--- src/rtl/timer_pkg.sv ---
// Shared types and helpers for countdown_timer and its tick generator.
package timer_pkg;

    typedef enum logic [1:0] {
        IDLE = 2'd0,
        RUN  = 2'd1,
        DONE = 2'd2
    } timer_state_t;

    // A single-cycle prescale still needs a 1-bit vector to keep port widths legal.
    function automatic int prescale_width(input int prescale);
        return (prescale <= 1) ? 1 : $clog2(prescale);
    endfunction

endpackage

--- src/rtl/tick_gen.sv ---
// Prescaler: emits one tick every PRESCALE enabled cycles; clear restarts the phase.
module tick_gen
    import timer_pkg::*;
#(
    parameter int PRESCALE = 50000
) (
    input  logic clk,
    input  logic rst,
    input  logic clear,
    input  logic enable,
    output logic tick
);

    localparam int PW = prescale_width(PRESCALE);

    generate
        if (PRESCALE <= 1) begin : g_pass
            logic unused_ok;
            assign unused_ok = ^{clk, rst, clear};
            assign tick      = enable;
        end else begin : g_cnt
            localparam logic [PW-1:0] LAST = PW'(PRESCALE - 1);

            logic [PW-1:0] pre_q;
            logic [PW-1:0] pre_d;

            always_comb begin
                pre_d = pre_q;
                if (clear) begin
                    pre_d = '0;
                end else if (enable) begin
                    pre_d = (pre_q == LAST) ? '0 : pre_q + PW'(1);
                end
            end

            always_ff @(posedge clk) begin
                if (rst) begin
                    pre_q <= '0;
                end else begin
                    pre_q <= pre_d;
                end
            end

            assign tick = enable && !clear && (pre_q == LAST);
        end
    endgenerate

endmodule

--- src/rtl/countdown_timer.sv ---
// Loadable down-counter of prescaled ticks with expiry flag.
// Optional periodic mode when AUTO_RELOAD_EN is defined.
//
// state | meaning
// IDLE  | holding count, waiting for start
// RUN   | counting down on each prescaled tick while enable is high
// DONE  | expired, count is 0, waits for load or abort
module countdown_timer
    import timer_pkg::*;
#(
    parameter int DATA_WIDTH = 8,
    parameter int PRESCALE   = 50000
) (
    input  logic                  clk,
    input  logic                  rst,
    input  logic                  load,
    input  logic [DATA_WIDTH-1:0] load_value,
    input  logic                  start,
    input  logic                  abort,
    input  logic                  enable,
    output logic [DATA_WIDTH-1:0] count,
    output logic                  busy,
    output logic                  done,
    output logic                  expired
);

    timer_state_t          state_q, state_d;
    logic [DATA_WIDTH-1:0] count_q, count_d;
    logic                  expired_q, expired_d;
    logic                  tick;
    logic                  tick_en;
    logic                  tick_clear;
`ifdef AUTO_RELOAD_EN
    logic [DATA_WIDTH-1:0] reload_q, reload_d;
`endif

    // Prescaler phase restarts whenever RUN is entered, so decrements land on E+k*PRESCALE.
    assign tick_en    = (state_q == RUN) && enable && !load && !abort;
    assign tick_clear = (state_q != RUN) || load || abort;

    tick_gen #(
        .PRESCALE(PRESCALE)
    ) u_tick_gen (
        .clk   (clk),
        .rst   (rst),
        .clear (tick_clear),
        .enable(tick_en),
        .tick  (tick)
    );

    always_comb begin
        state_d   = state_q;
        count_d   = count_q;
        expired_d = 1'b0;
`ifdef AUTO_RELOAD_EN
        reload_d  = reload_q;
`endif
        if (load) begin
            state_d = IDLE;
            count_d = load_value;
`ifdef AUTO_RELOAD_EN
            reload_d = load_value;
`endif
        end else if (abort) begin
            state_d = IDLE;
        end else begin
            case (state_q)
                IDLE: begin
                    if (start) begin
                        if (count_q != '0) begin
                            state_d = RUN;
                        end else begin
                            state_d   = DONE;
                            expired_d = 1'b1;
                        end
                    end
                end
                RUN: begin
                    if (tick) begin
                        if (count_q <= DATA_WIDTH'(1)) begin
                            expired_d = 1'b1;
`ifdef AUTO_RELOAD_EN
                            if (reload_q != '0) begin
                                count_d = reload_q;
                            end else begin
                                count_d = '0;
                                state_d = DONE;
                            end
`else
                            count_d = '0;
                            state_d = DONE;
`endif
                        end else begin
                            count_d = count_q - DATA_WIDTH'(1);
                        end
                    end
                end
                DONE: begin
                    count_d = '0;
                end
                default: begin
                    state_d = IDLE;
                end
            endcase
        end
    end

    always_ff @(posedge clk) begin
        if (rst) begin
            state_q   <= IDLE;
            count_q   <= '0;
            expired_q <= 1'b0;
`ifdef AUTO_RELOAD_EN
            reload_q  <= '0;
`endif
        end else begin
            state_q   <= state_d;
            count_q   <= count_d;
            expired_q <= expired_d;
`ifdef AUTO_RELOAD_EN
            reload_q  <= reload_d;
`endif
        end
    end

    assign count   = count_q;
    assign busy    = (state_q == RUN);
    assign done    = (state_q == DONE);
    assign expired = expired_q;

endmodule
--- config.mk ---
export PLATFORM = sky130hd
export DESIGN_NAME = countdown_timer
export DESIGN_NICKNAME = d
export VERILOG_FILES = /design/src/rtl/timer_pkg.sv /design/src/rtl/tick_gen.sv /design/src/rtl/countdown_timer.sv
export SDC_FILE = /design/constraint.sdc
export NUM_CORES = 1
export LEC_CHECK = 0
export ABC_CLOCK_PERIOD_IN_PS = 2000
export BUFFER_PORTS_ARGS = -buffer_cell sky130_fd_sc_hd__clkbuf_2
export CAP_MARGIN = 30
export CORE_MARGIN = 5
export CORE_UTILIZATION = 45
export DETAILED_ROUTE_END_ITERATION = 8
export GPL_ROUTABILITY_DRIVEN = 0
export PLACE_DENSITY = 0.68
export SETUP_SLACK_MARGIN = 0.1
export SLEW_MARGIN = 30
export SYNTH_ARGS = -nofsm -noshare
export SYNTH_HDL_FRONTEND = slang
export SYNTH_SLANG_ARGS = --single-unit
--- constraint.sdc ---
create_clock -name clk -period 2 [get_ports clk]
set_input_delay 0.4 -clock clk [delete_from_list [all_inputs] [get_ports clk]]
set_output_delay 0.4 -clock clk [all_outputs]
set_load 0.005 [all_outputs]
* Word level (Yosys, flattened, before mapping) *
Index checks and enable logic that the tools add are counted.

word-level totals
  bits in registers = 27
  word-level logic and storage cells = 50

operators by class
  add/subtract/negate cells = 2
  order comparisons = 1
  equal/unequal tests = 9
  muxes and demuxes = 16
  bitwise logic cells = 1
  reduce and logical (&&, ||, !) cells = 17

operators with widths
  operator                                                         number
  2-to-1 mux 8 bit                                                 4
  adder 16 x 1 -> 16 bit (second input constant)                   1
  equality test 16 bit (second input constant)                     1
  2-to-1 mux 16 bit                                                1
  one-hot mux 8 bit (2 select lines)                               1
  less-or-equal comparator 8 x 1 -> 1 bit (second input constant)  1
  2-to-1 mux 2 bit                                                 4
  nonzero test 8 bit                                               1
  subtractor 8 x 1 -> 8 bit (second input constant)                1
  inequality test 2 x 1 -> 1 bit (second input constant)           3
  one-hot mux 2 bit (3 select lines)                               1
  logical AND 1 bit                                                5
  2-to-1 mux 1 bit                                                 4
  inequality test 2 bit (second input constant)                    2
  AND reduction 4 bit                                              1
  logical NOT 1 bit                                                3
  inequality test 3 x 2 -> 1 bit (second input constant)           1
  AND reduction 3 bit                                              1
  nonzero test 3 bit                                               1
  OR reduction 3 bit                                               1
  equality test 2 x 1 -> 1 bit (second input constant)             1
  equality test 2 bit (second input constant)                      1
  logical NOT 2 bit                                                1
  logical OR 1 bit                                                 2
  other kinds (3)                                                  3

* Longest topological paths before layout *
  depth after elaboration = 10
  mapped depth = 9
  mapped depth without buffers = 7

* By module *
Synthesis repeated with hierarchy kept, for this count alone.

unflattened totals
  cells, all modules = 172
  area total of the unflattened synthesis = 1594.0 um^2

by module, submodules not included
  module           instances  cells an instance  area an instance (um^2)  sequential area each (um^2)
  tick_gen         1          84                 850.8                    320.3
  countdown_timer  1          88                 743.2                    220.2

* Worst setup path after synthesis *
No wires, ideal clock.

  path kind = register to register
  start point = register count_q[0], in the netlist count[0]
  end point = register count_q[6], in the netlist count[6]
  data arrival time = 1.859 ns
  path slack = 0.038 ns
  stages on the path, launching flop included = 7
  buffers on the path = 0
  clock period less this slack = 1.962 ns
  cell sequence = dfxtp_1 inv_1 ha_1 or4b_2 nor4_1 a211oi_1 a2111oi_2

between the ends
  longest elaborated chain between the ends = 6

ends and longest elaborated chain
  item                                                                                         line                                          RTL
  start: declaration                                                                           countdown_timer.sv:28                         logic [DATA_WIDTH-1:0] count_q, count_d;
  start signal: assignment                                                                     countdown_timer.sv:118                        count_q <= count_d;
  subtractor 8 x 1 -> 8 bit / less-or-equal comparator 8 x 1 -> 1 bit (equally long branches)  countdown_timer.sv:94, countdown_timer.sv:80
  2-to-1 mux 8 bit *                                                                           countdown_timer.sv:80                         if (count_q <= DATA_WIDTH'(1)) begin
  2-to-1 mux 8 bit *                                                                           countdown_timer.sv:79                         if (tick) begin
  one-hot mux 8 bit (2 select lines) *                                                         countdown_timer.sv:67                         case (state_q)
  2-to-1 mux 8 bit *                                                                           countdown_timer.sv:64                         end else if (abort) begin
  2-to-1 mux 8 bit *                                                                           countdown_timer.sv:58                         if (load) begin

Every way passes the cells marked *; elsewhere a longest branch is shown, timed or not. The select of a mux whose other input is x is not followed.
A chain may end at the register's enable or synchronous reset.

* Worst setup path after layout *
  start point = register u_tick_gen.g_cnt.pre_q[13]
  end point = register count_q[2], in the netlist count[2]

between the ends
  longest elaborated chain between the ends = 4

ends and longest elaborated chain
  item                                             line            RTL
  start: declaration                               tick_gen.sv:24  logic [PW-1:0] pre_q;
  start signal: assignment                         tick_gen.sv:40  pre_q <= pre_d;
  equality test 16 bit                             tick_gen.sv:44  assign tick = enable && !clear && (pre_q == LAST);
  logical AND 1 bit                                tick_gen.sv:44
  inequality test 3 x 2 -> 1 bit (no source line)  --
  AND reduction 3 bit (no source line)             --

No other way between the ends.

==> impl_metrics.tcl <==
set metrics [dict create \
    place_hpwl_um 2840 \
    synth_edf_count 0 \
    setup.worst_path.class "flop to flop" \
    cts_buffer_depth 2 \
    first_global_vias 1455 \
    ys.flop_type "dfxtp_1" \
    ctsHtreeMaxLevel 1 \
    die_width_um 68.8 \
    num_vias 1491 \
    synthXorXnorAreaFrac_pct 8.45 \
    syn_nets 201 \
    synthSimpleGateAreaFrac_pct 35.6 \
    fin_skew_ns 0.00977 \
    cp_max_fo 5 \
    ys_ff_latch 27 \
    area_growth_pct 29.0 \
    portBuffers 24 \
    synth_adder_area_share_pct 2.42 \
    start_util_pct 46.6 \
    worstPathRequired_ns 2.24 \
    wl_um 3960 \
    netlist_area_um2 1550 \
    yosysSeqAreaShare_pct 34.8 \
    post_dp_cell_area_um2 1800 \
    pin_count 25 \
    drc 0 \
    antenna_left 0 \
    path_clk_slew_ns 0.14 \
    core_um2 3340 \
    synth_warnings 0 \
    worst_slew_pin_slew_ns 0.444 \
    drv_cap 0 \
    fp.dieH_um 68.8 \
    fmax_ghz 0.529 \
    synth_top_area_share_pct 34.8 \
    min_path_type "primary input to flop" \
    totalPowerFinal_mw 1.01 \
    rows 21 \
    yosys.area.top_type "dfxtp_1" \
    outcome "finished, final reports clean" \
    grt_max_degree 22 \
    cts.sinks 27 \
    peakVddDrop_uv 457 \
    drive_gt1_share_pct 35.2 \
    hold_violations 0 \
    synth_cells 184 \
    routed_via_density 5.46 \
    synthMuxAreaShare_pct 0 \
    start_kind "flop" \
    antenna_found_initial 0 \
    holdPathStages 3 \
    ys_top_cells_by_area "dfxtp_1 (35%), xor2_1 (6.8%), nor2_1 (6.0%)" \
    drt-initial-drc-count 117 \
    ctsRootBufferMaster "clkbuf_4" \
    async_flop_share_pct 0 \
    first_pass_iters 4 \
    dieArea_um2 4730 \
    fin_area_um2 2000 \
    end_kind "flop" \
    powerDensity_nw_per_um2 506 \
    cts_hold_buf 0 \
    synth_cell_type_count 47 \
    period_needed_ns 1.89 \
    critPathArrivalTime_ns 2.13 \
    cellLeakagePower_nw 0.777 \
    cts_tree "yes" \
    drv_slew 0 \
    numCtsBuffers 3 \
    layout.nets 245 \
    grt_setup_unrepaired "true" \
    max_slew_margin_pct 70.1 \
    ys_top_cells_by_count "dfxtp_1 (27), nor2_1 (25), xor2_1 (12)" \
    grtUsageTotal_pct 17.8 \
    synth_compound_area_share_pct 13.8 \
    syn_avg_cell_area_um2 8.45 \
    grt_pass1_wl_um 6420 \
    r2r_cells 5 \
    insertedDiodeCount 0 \
    grt_overflow_total 0 \
    setup_viol 0 \
    synth_top_family_by_area "simple AND/OR/NAND/NOR gates" \
    clk_latency_ns 0.33 \
    synth_most_common_cell "dfxtp_1" \
    wl_per_cell_um 14.5 \
    period_share_pct 94.4 \
]
## cell usage in the layout (no fill, tap or decap), types with 3 or more instances in the layout
cell type / Yosys / layout
nor3_1: 6 / 4
a21oi_1: 9 / 8
dfxtp_2: 0 / 3
nand3b_1: 3 / 3
inv_1: 5 / 5
buf_4: 0 / 23
nor2b_1: 8 / 8
xnor2_1: 3 / 3
and3_1: 5 / 5
xor2_1: 12 / 12
nand3_1: 6 / 6
or4_4: 1 / 3
dfxtp_1: 27 / 22
nand4_1: 7 / 7
nor4_1: 5 / 4
nand2_1: 11 / 11
nor2_1: 25 / 23
clkbuf_4: 0 / 3
clkbuf_2: 0 / 24
## flip-flops by register name (all words and copies together) (netlist names)
| signal | cells |
|---|---|
| expired | 1 |
| state_q | 2 |
| u_tick_gen.g_cnt.pre_q | 16 |
| count | 8 |
## per-layer routing
layer	up-vias	track usage [%]	part of all wire (%)
li1	754	-	-
met1	695	23.3	46
met2	36	28.1	47
met3	6	4.86	5.5
met4	0	6.08	1.8
met5	-	0	0
## power breakdown
part           internal, mW  switching [mW]
combinational         0.107           0.111
sequential            0.548          0.0155
clock                0.0782           0.154
## final cells by class
type / instances / area (um2)
multi-input cells: 143 / 1040
well taps: 46 / 57.6
repair buffers: 48 / 313
clock buffers: 4 / 26.3
flip-flops and latches: 27 / 552
inverters: 5 / 18.8
fillers: 309 / 1330
## cell families (layout without fill, tap and decap cells)
kind of cell	count (synthesis)	in the layout
adders and majority gates	3	3
AOI/OAI and AO/OA	28	28
buffers and inverters	14	57
DFF	27	27
and+or+nand+nor	97	97
xor gates and xnor gates	15	15
## what timing repair did
action,4_1_cts,5_1_grt
pin swaps,1,7
setup endpoints to repair,20,26
setup buffers,4,5
resized for setup,7,20
## final timing paths
kind | from | end | slack [ns]
worst max-delay path | u_tick_gen.g_cnt.pre_q[13]$_SDFFE_PP0N_ | count[2]$_SDFFE_PP0P_ | 0.11
worst min-delay path | load_value[6] | count[6]$_SDFFE_PP0P_ | 0.30
worst max register to register | u_tick_gen.g_cnt.pre_q[13]$_SDFFE_PP0N_ | count[2]$_SDFFE_PP0P_ | 0.11
worst min register to register | u_tick_gen.g_cnt.pre_q[1]$_SDFFE_PP0N_ | u_tick_gen.g_cnt.pre_q[1]$_SDFFE_PP0N_ | 0.50
## stage by stage
| stage | setup TNS [ns] | util, % | hold slack [ns] | cells | setup WS (ns) |
|---|---|---|---|---|---|
| final | 0 | 60.1 | 0.302 | 273 | 0.111 |
| after detailed placement | -0.0549 | 54.0 | 0.485 | 260 | -0.0549 |
| after CTS | 0 | 56.7 | 0.298 | 268 | 0.0629 |
| after global routing | 0 | 60.1 | 0.282 | 273 | 0.0339 |
| after global placement | -0.0591 | 54.0 | 0.454 | 260 | -0.0591 |
| after floorplan | 0 | - | 0.449 | 184 | 0.101 |
## critical path, stage by stage, from the launching register on
cell and delay (ns):
dfxtp_4 0.38, or4_4 0.55, nor4_4 0.24, a21oi_4 0.13, o31a_1 0.31, a221oi_2 0.21
Note: power is estimated with default switching activity, not from simulation.
